<file path="src/rtl/hazard_pkg.sv">
// Shared constants for the pipeline hazard unit: forward-select encodings and
// the default ResultSrc value that marks a load.
package hazard_pkg;

  localparam int unsigned REG_ADDR_W_DEF      = 5;
  localparam logic [1:0]  RESULT_SRC_LOAD_DEF = 2'b01;

  typedef enum logic [1:0] {
    FWD_RF = 2'b00,
    FWD_W  = 2'b01,
    FWD_M  = 2'b10
  } fwd_sel_e;

endpackage

</file>
<file path="src/rtl/hazard_shadow_pipe.sv">
// Shadow D->E->M->W register-address/valid pipeline. A flush into Execute
// injects a bubble (zero addresses, valid cleared); M and W always advance.
module hazard_shadow_pipe #(
  parameter int unsigned REG_ADDR_W = 5
) (
  input  logic                  clk,
  input  logic                  resetn,
  input  logic                  flushE,
  input  logic [REG_ADDR_W-1:0] Rs1D,
  input  logic [REG_ADDR_W-1:0] Rs2D,
  input  logic [REG_ADDR_W-1:0] RdD,
  output logic [REG_ADDR_W-1:0] Rs1E,
  output logic [REG_ADDR_W-1:0] Rs2E,
  output logic [REG_ADDR_W-1:0] RdE,
  output logic                  validE,
  output logic [REG_ADDR_W-1:0] RdM,
  output logic                  validM,
  output logic [REG_ADDR_W-1:0] RdW,
  output logic                  validW
);

  always_ff @(posedge clk) begin
    if (!resetn) begin
      Rs1E   <= '0;
      Rs2E   <= '0;
      RdE    <= '0;
      validE <= 1'b0;
      RdM    <= '0;
      validM <= 1'b0;
      RdW    <= '0;
      validW <= 1'b0;
    end else begin
      if (flushE) begin
        Rs1E   <= '0;
        Rs2E   <= '0;
        RdE    <= '0;
        validE <= 1'b0;
      end else begin
        Rs1E   <= Rs1D;
        Rs2E   <= Rs2D;
        RdE    <= RdD;
        validE <= 1'b1;
      end
      RdM    <= RdE;
      validM <= validE;
      RdW    <= RdM;
      validW <= validM;
    end
  end

endmodule

</file>
<file path="src/rtl/pipeline_hazard_unit.sv">
// Hazard unit for the 5-stage RV32I core: forwarding, load-use stall and
// branch flush. Define HAZARD_PERF_CNT_EN to build the stall/flush counters.
module pipeline_hazard_unit
  import hazard_pkg::*;
#(
  parameter int unsigned REG_ADDR_W      = REG_ADDR_W_DEF,
  parameter logic [1:0]  RESULT_SRC_LOAD = RESULT_SRC_LOAD_DEF
) (
  input  logic                  clk,
  input  logic                  resetn,
  input  logic [REG_ADDR_W-1:0] Rs1D,
  input  logic [REG_ADDR_W-1:0] Rs2D,
  input  logic [REG_ADDR_W-1:0] RdD,
  input  logic                  PCSrcE,
  input  logic [1:0]            ResultSrcE,
  input  logic                  RegWriteM,
  input  logic                  RegWriteW,
  output logic                  StallF,
  output logic                  StallD,
  output logic                  FlushD,
  output logic                  FlushE,
  output logic [1:0]            ForwardAE,
  output logic [1:0]            ForwardBE,
  output logic [31:0]           StallCnt,
  output logic [31:0]           FlushCnt
);

  logic [REG_ADDR_W-1:0] rs1E, rs2E, rdE, rdM, rdW;
  logic                  validE, validM, validW;
  logic                  wrM, wrW, lwStall;
  logic                  stallInt, flushDInt, flushEInt;
  fwd_sel_e              fwdA, fwdB;

  hazard_shadow_pipe #(
    .REG_ADDR_W(REG_ADDR_W)
  ) uShadow (
    .clk   (clk),
    .resetn(resetn),
    .flushE(flushEInt),
    .Rs1D  (Rs1D),
    .Rs2D  (Rs2D),
    .RdD   (RdD),
    .Rs1E  (rs1E),
    .Rs2E  (rs2E),
    .RdE   (rdE),
    .validE(validE),
    .RdM   (rdM),
    .validM(validM),
    .RdW   (rdW),
    .validW(validW)
  );

  // Nonzero-rd gating here is what keeps x0 from ever being forwarded.
  assign wrM = RegWriteM & validM & (rdM != '0);
  assign wrW = RegWriteW & validW & (rdW != '0);

  always_comb begin
    fwdA = FWD_RF;
    fwdB = FWD_RF;
    if (wrM && (rs1E == rdM))      fwdA = FWD_M;
    else if (wrW && (rs1E == rdW)) fwdA = FWD_W;
    if (wrM && (rs2E == rdM))      fwdB = FWD_M;
    else if (wrW && (rs2E == rdW)) fwdB = FWD_W;
  end

  assign lwStall = validE & (ResultSrcE == RESULT_SRC_LOAD) & (rdE != '0)
                 & ((rdE == Rs1D) | (rdE == Rs2D));

  // A taken branch overrides a load-use stall.
  assign stallInt  = lwStall & ~PCSrcE;
  assign flushDInt = PCSrcE;
  assign flushEInt = lwStall | PCSrcE;

  assign StallF    = resetn & stallInt;
  assign StallD    = resetn & stallInt;
  assign FlushD    = resetn & flushDInt;
  assign FlushE    = resetn & flushEInt;
  assign ForwardAE = resetn ? fwdA : FWD_RF;
  assign ForwardBE = resetn ? fwdB : FWD_RF;

`ifdef HAZARD_PERF_CNT_EN
  logic [31:0] stallCnt, flushCnt;

  always_ff @(posedge clk) begin
    if (!resetn) begin
      stallCnt <= '0;
      flushCnt <= '0;
    end else begin
      if (stallInt)              stallCnt <= stallCnt + 32'd1;
      if (flushDInt | flushEInt) flushCnt <= flushCnt + 32'd1;
    end
  end

  assign StallCnt = stallCnt;
  assign FlushCnt = flushCnt;
`else
  assign StallCnt = '0;
  assign FlushCnt = '0;
`endif

endmodule
</file>
<file path="config.mk">
export PLATFORM = sky130hd
export DESIGN_NAME = pipeline_hazard_unit
export DESIGN_NICKNAME = d
export VERILOG_FILES = /design/src/rtl/hazard_pkg.sv /design/src/rtl/hazard_shadow_pipe.sv /design/src/rtl/pipeline_hazard_unit.sv
export SDC_FILE = /design/constraint.sdc
export NUM_CORES = 1
export LEC_CHECK = 0
export BUFFER_PORTS_ARGS = -buffer_cell sky130_fd_sc_hd__buf_2
export CORE_MARGIN = 1
export CORE_UTILIZATION = 45
export DETAILED_ROUTE_END_ITERATION = 6
export PLACE_DENSITY = 0.9
export RECOVER_POWER = 25
export SYNTH_ARGS = -nofsm -noshare
export SYNTH_HDL_FRONTEND = slang
export SYNTH_SLANG_ARGS = --single-unit
</file>
<file path="constraint.sdc">
create_clock -name clk -period 2.23 [get_ports clk]
set_input_delay 0.5575 -clock clk [delete_from_list [all_inputs] [get_ports clk]]
set_output_delay 0.5575 -clock clk [all_outputs]
set_load 0.005 [all_outputs]
</file>
Word level (Yosys, flattened, before mapping)
Index checks and enable logic that the tools add are counted.
Widths: inputs -> output; s select.
{ "word_totals": {"inputBits": 22, "output_inout_bits": 72, "regBits": 28, "mem_count": 0, "ram_bits": 0, "latch_bits": 0, "mem_bits_ro": 0} }
{ "classes": {"magnitude_cmp": 0, "n_reduce_logical": 8, "n_div": 0, "n_mul": 0, "n_mux": 7, "n_eq_ne": 7, "shifts": 0, "n_addsub": 0, "n_bitwise": 15} }
{ "ops": {"columns": ["op", "count"], "rows": [
  ["$eq 5x5->1", 6],
  ["$reduce_bool 5->1", 3],
  ["$and 1x1->1", 11],
  ["$mux 2", 4],
  ["$logic_and 1x1->1", 4],
  ["$mux 1", 3],
  ["$eq 2x1->1 const B", 1],
  ["$not 1->1", 2],
  ["$or 1x1->1", 2],
  ["$reduce_or 2->1", 1]
]} }

Depth between registers and ports, before layout
{ "depth": {"ltp_word": 6, "ltp_mapped": 5, "depth_no_buf": 4} }

Hierarchy
Synthesis repeated with hierarchy kept, for this count alone.
{ "unflattened": {"cells_unflattened": 185, "area_unflattened_um2": 1730.4} }
{ "by_module_without_submodules": {"columns": ["module", "cells_per_inst", "n_inst", "seq_area_each_um2", "area_each_um2"], "rows": [
  ["pipeline_hazard_unit", 126, 1, 0.0, 939.7],
  ["hazard_shadow_pipe", 59, 1, 560.5, 790.8]
]} }

Worst setup path after synthesis
No wires, ideal clock.
{ "synth_timing": {"kind": "input port to output port", "start": "input port Rs1D[4]", "end": "output port StallF", "t_arrival_ps": 1406, "stages": 5, "path_slack_ps": 266, "path_buffers": 1, "cell_sequence": "xnor2_1 nand3_1 o22ai_2 and3_1 buf_4"} }
{ "synth_via": {"elab_chain_len": 5} }
{ "synth_rtl": {"columns": ["item", "line", "source"], "rows": [
  ["start: declaration", "pipeline_hazard_unit.sv:11", "input logic [REG_ADDR_W-1:0] Rs1D,"],
  ["$eq 5x5->1", "pipeline_hazard_unit.sv:67", "& ((rdE == Rs1D) | (rdE == Rs2D));"],
  ["$or 1x1->1", "pipeline_hazard_unit.sv:67", null],
  ["$and 1x1->1", "pipeline_hazard_unit.sv:67", null],
  ["$and 1x1->1", "pipeline_hazard_unit.sv:70", "assign stallInt = lwStall & ~PCSrcE;"],
  ["$and 1x1->1", null, null],
  ["end: declaration", "pipeline_hazard_unit.sv:18", "output logic StallF,"]
]} }
No other way between the ends.

Worst setup path in the final report
{ "layout_timing": {"start": "register uShadow.RdW[3]", "end": "output port ForwardBE[0]"} }
{ "layout_via": {"elab_chain_len": 6, "elab_cells_between_ends": 7} }
{ "layout_rtl": {"columns": ["item", "line", "source"], "rows": [
  ["start: declaration", "hazard_shadow_pipe.sv:18", "output logic [REG_ADDR_W-1:0] RdW,"],
  ["start signal: assignment", "hazard_shadow_pipe.sv:46", "RdW <= RdM;"],
  ["$reduce_bool 5->1", "pipeline_hazard_unit.sv:55", "assign wrW = RegWriteW & validW & (rdW != '0);"],
  ["$and 1x1->1", "pipeline_hazard_unit.sv:55", null],
  ["$logic_and 1x1->1 (*)", "pipeline_hazard_unit.sv:63", "else if (wrW && (rs2E == rdW)) fwdB = FWD_W;"],
  ["$mux 1 (*)", "pipeline_hazard_unit.sv:63", null],
  ["$mux 2 (*)", "pipeline_hazard_unit.sv:62", "if (wrM && (rs2E == rdM)) fwdB = FWD_M;"],
  ["$mux 2 (*)", "pipeline_hazard_unit.sv:79", "assign ForwardBE = resetn ? fwdB : FWD_RF;"],
  ["end: declaration", "pipeline_hazard_unit.sv:23", "output logic [1:0] ForwardBE,"]
]} }
Mark *: on every way between the ends. The rest lies on a longest branch, timed or not.

==> flow_summary.toml <==
[global_route]
grtUsageTotal_pct = 14.6
first_global_vias = 1039
globalRouteMet3Util_pct = 3.57
grt_max_degree = 18
antenna_found_initial = 0
busiest_layer = "met2"
gr-total-overflow = 0
met2_usage_pct = 27.6
grt_pass1_wl_um = 4600
met1_usage_pct = 15.4

[clock_network]
path_clk_slew_ns = 0.09
clk_latency_ns = 0.27
cts.path.max_buffers = 2
root_buffer = "clkbuf_8"
hold_buffers = 0
cts_sinks = 28
cts_tree = "yes"
htreeDepth = 1
cts_buffers = 3

[synth]
ys_warn_count = 0
yosys.cell_types.count = 24
synth_edf_count = 0
seq_area_frac_synth_pct = 32.1
netlist_instances = 199
synth-main-ff-cell = "dfxtp_1"
synthesis.area_um2 = 1750
synth_seq_cells = 28
synth.avg_cell_area_um2 = 8.77
synthArstFlopShare_pct = 0

[floorplan]
die_w_um = 64.3
start_util_pct = 47.3
die_area_um2 = 4130
io_pins = 94
num_rows = 22
coreArea_um2 = 3690
die_y_um = 64.3

[worst_hold_path]
hp-start = "uShadow.validE$_SDFF_PN0_"
hp-class = "flop to flop"
hold_depth = 1

[cells_and_area]
syn_to_final_growth_pct = 7.17
final_cell_mix = "conb_1, buf_2, dfxtp_1"
layout_commonest_cell = "conb_1"
diodes = 0
nNetsFinal = 255
post-route-util_pct = 50.7
drive_gt1_share_pct = 25.9

[setup_path]
worstPathArrival_ns = 1.76
cp-start-kind = "flop"
endpoint_kind = "output port"
critical_path_class = "flop to output port"
r2r-start = "uShadow.RdE[2]$_SDFF_PP0_"
crit_path_start = "uShadow.RdW[3]$_SDFF_PN0_"
cp_max_fo = 3
cp.required_ns = 1.67
reg2reg_depth = 5

[sta]
slew_violations = 0
clock_skew_ns = 0.00248
layout_min_cycle_time_ns = 2.31
fin_crit_sh_pct = 104
final-setup-viol-count = 5
slew-limit-headroom_pct = 62.9
tightest_slew_ns = 0.556
setup_ws_ns = -0.0833
rsz0062_at_grt = "true"
fin_setup_tns_ns = -0.173
hold_viol = 0
max_freq_mhz = 432

[power]
power_density_nw_per_um2 = 573
intPower_mw = 0.816
total_power_mw = 1.07
switching_share_pct = 23.9
combPwrFrac_pct = 13.5
clockPowerShare_pct = 36.5
p_switching_mw = 0.256
ir_drop_mv = 0.521
leakagePower_nw = 0.930
seqPwrFrac_pct = 50.0

[route]
post_drt_wl_per_cell_um = 11.0
drc = 0
wl_um = 3090
firstDrtPassIters = 4
drtIter0Drc = 19
drtAntennaViolNets = 0
vias = 1172
via_per_inst = 4.19

[status]
status = "complete, but fails checks"
violations = "setup timing"

[flow_run]
drv_cap = 0

[placed_design]
hpwlAfterDp_um = 2420
numPortBuffers = 29
place_ws_ns = 0.0593
place.gp.congestion = 0.911
final cells by class:
cell class	instances	area [um2]
fillers	381	1820
multi-input cells	164	965
flip-flops and latches	28	569
repair buffers	36	205
well taps	48	60.1
clock buffers	3	41.3
clock inverters	1	30.0
flip-flops by register name (all words and copies together) (netlist names):
name / flops
uShadow.Rs2E: 5
uShadow.validM: 1
uShadow.RdM: 5
uShadow.RdW: 5
uShadow.validE: 1
uShadow.RdE: 5
uShadow.validW: 1
uShadow.Rs1E: 5
final timing paths:
path	end	slack (ns)
setup reg to reg	uShadow.Rs2E[2]$_SDFF_PP0_	0.86
setup / recovery	ForwardBE[0]	-0.08
hold reg to reg	uShadow.validM$_SDFF_PN0_	0.49
hold / removal	uShadow.validM$_SDFF_PN0_	0.49
critical path: stages, from the launching register on:
cell and delay, ns:
dfxtp_2 0.37, or4_4 0.13, o2111ai_2 0.11, or4_4 0.43
nor4_2 0.29, buf_2 0.16
power by group through the flow:
stage | Clock [mW] | Combinational, mW | Sequential [mW]
floorplan | 0 | 0.171 | 0.542
global placement | 0 | 0.126 | 0.546
detailed placement | 0 | 0.131 | 0.547
CTS | 0.393 | 0.140 | 0.535
global route | 0.414 | 0.161 | 0.538
finish | 0.391 | 0.144 | 0.536
synth_stat cells (all sizes together), types with 4 or more instances:
master / n / area share, %
xnor2: 16 / 8.0
nand3: 4 / 1.1
buf: 65 / 28
clkbuf: 5 / 1.1
dfxtp: 28 / 32
and2: 15 / 5.6
xor2: 14 / 7.0
nor4: 4 / 2.2
nand2: 18 / 3.9
or4: 4 / 1.7
a21oi: 15 / 4.3
layer usage:
layer  part of all wire [%]  wire length (um)
met1                     40              1220
met2                     54              1650
met3                    5.3               162
met4                    1.6                49
met5                      0                 0
cell families after synthesis:
kind of cell | synth area share (%)
buffers and inverters | 29.0
AND/OR/NAND/NOR | 15.7
XOR/XNOR | 15.1
flip-flops | 32.1
AO/OA/AOI/OAI | 7.89
other | 0.215
stage by stage:
stage	instances	hold slack [ns]	instance area, um2
floorplan	262	0.435	1980
global placement	273	0.451	1710
detailed placement	273	0.466	1710
CTS	280	0.489	1850
global route	280	0.492	1870
finish	280	0.487	1870
timing repair:
item                       in CTS  in global routing
resized for setup              14                  5
buffers inserted                3                  0
setup endpoints to repair       4                  4
pin swaps                       9                  2
Note: power is estimated with default switching activity, not from simulation.
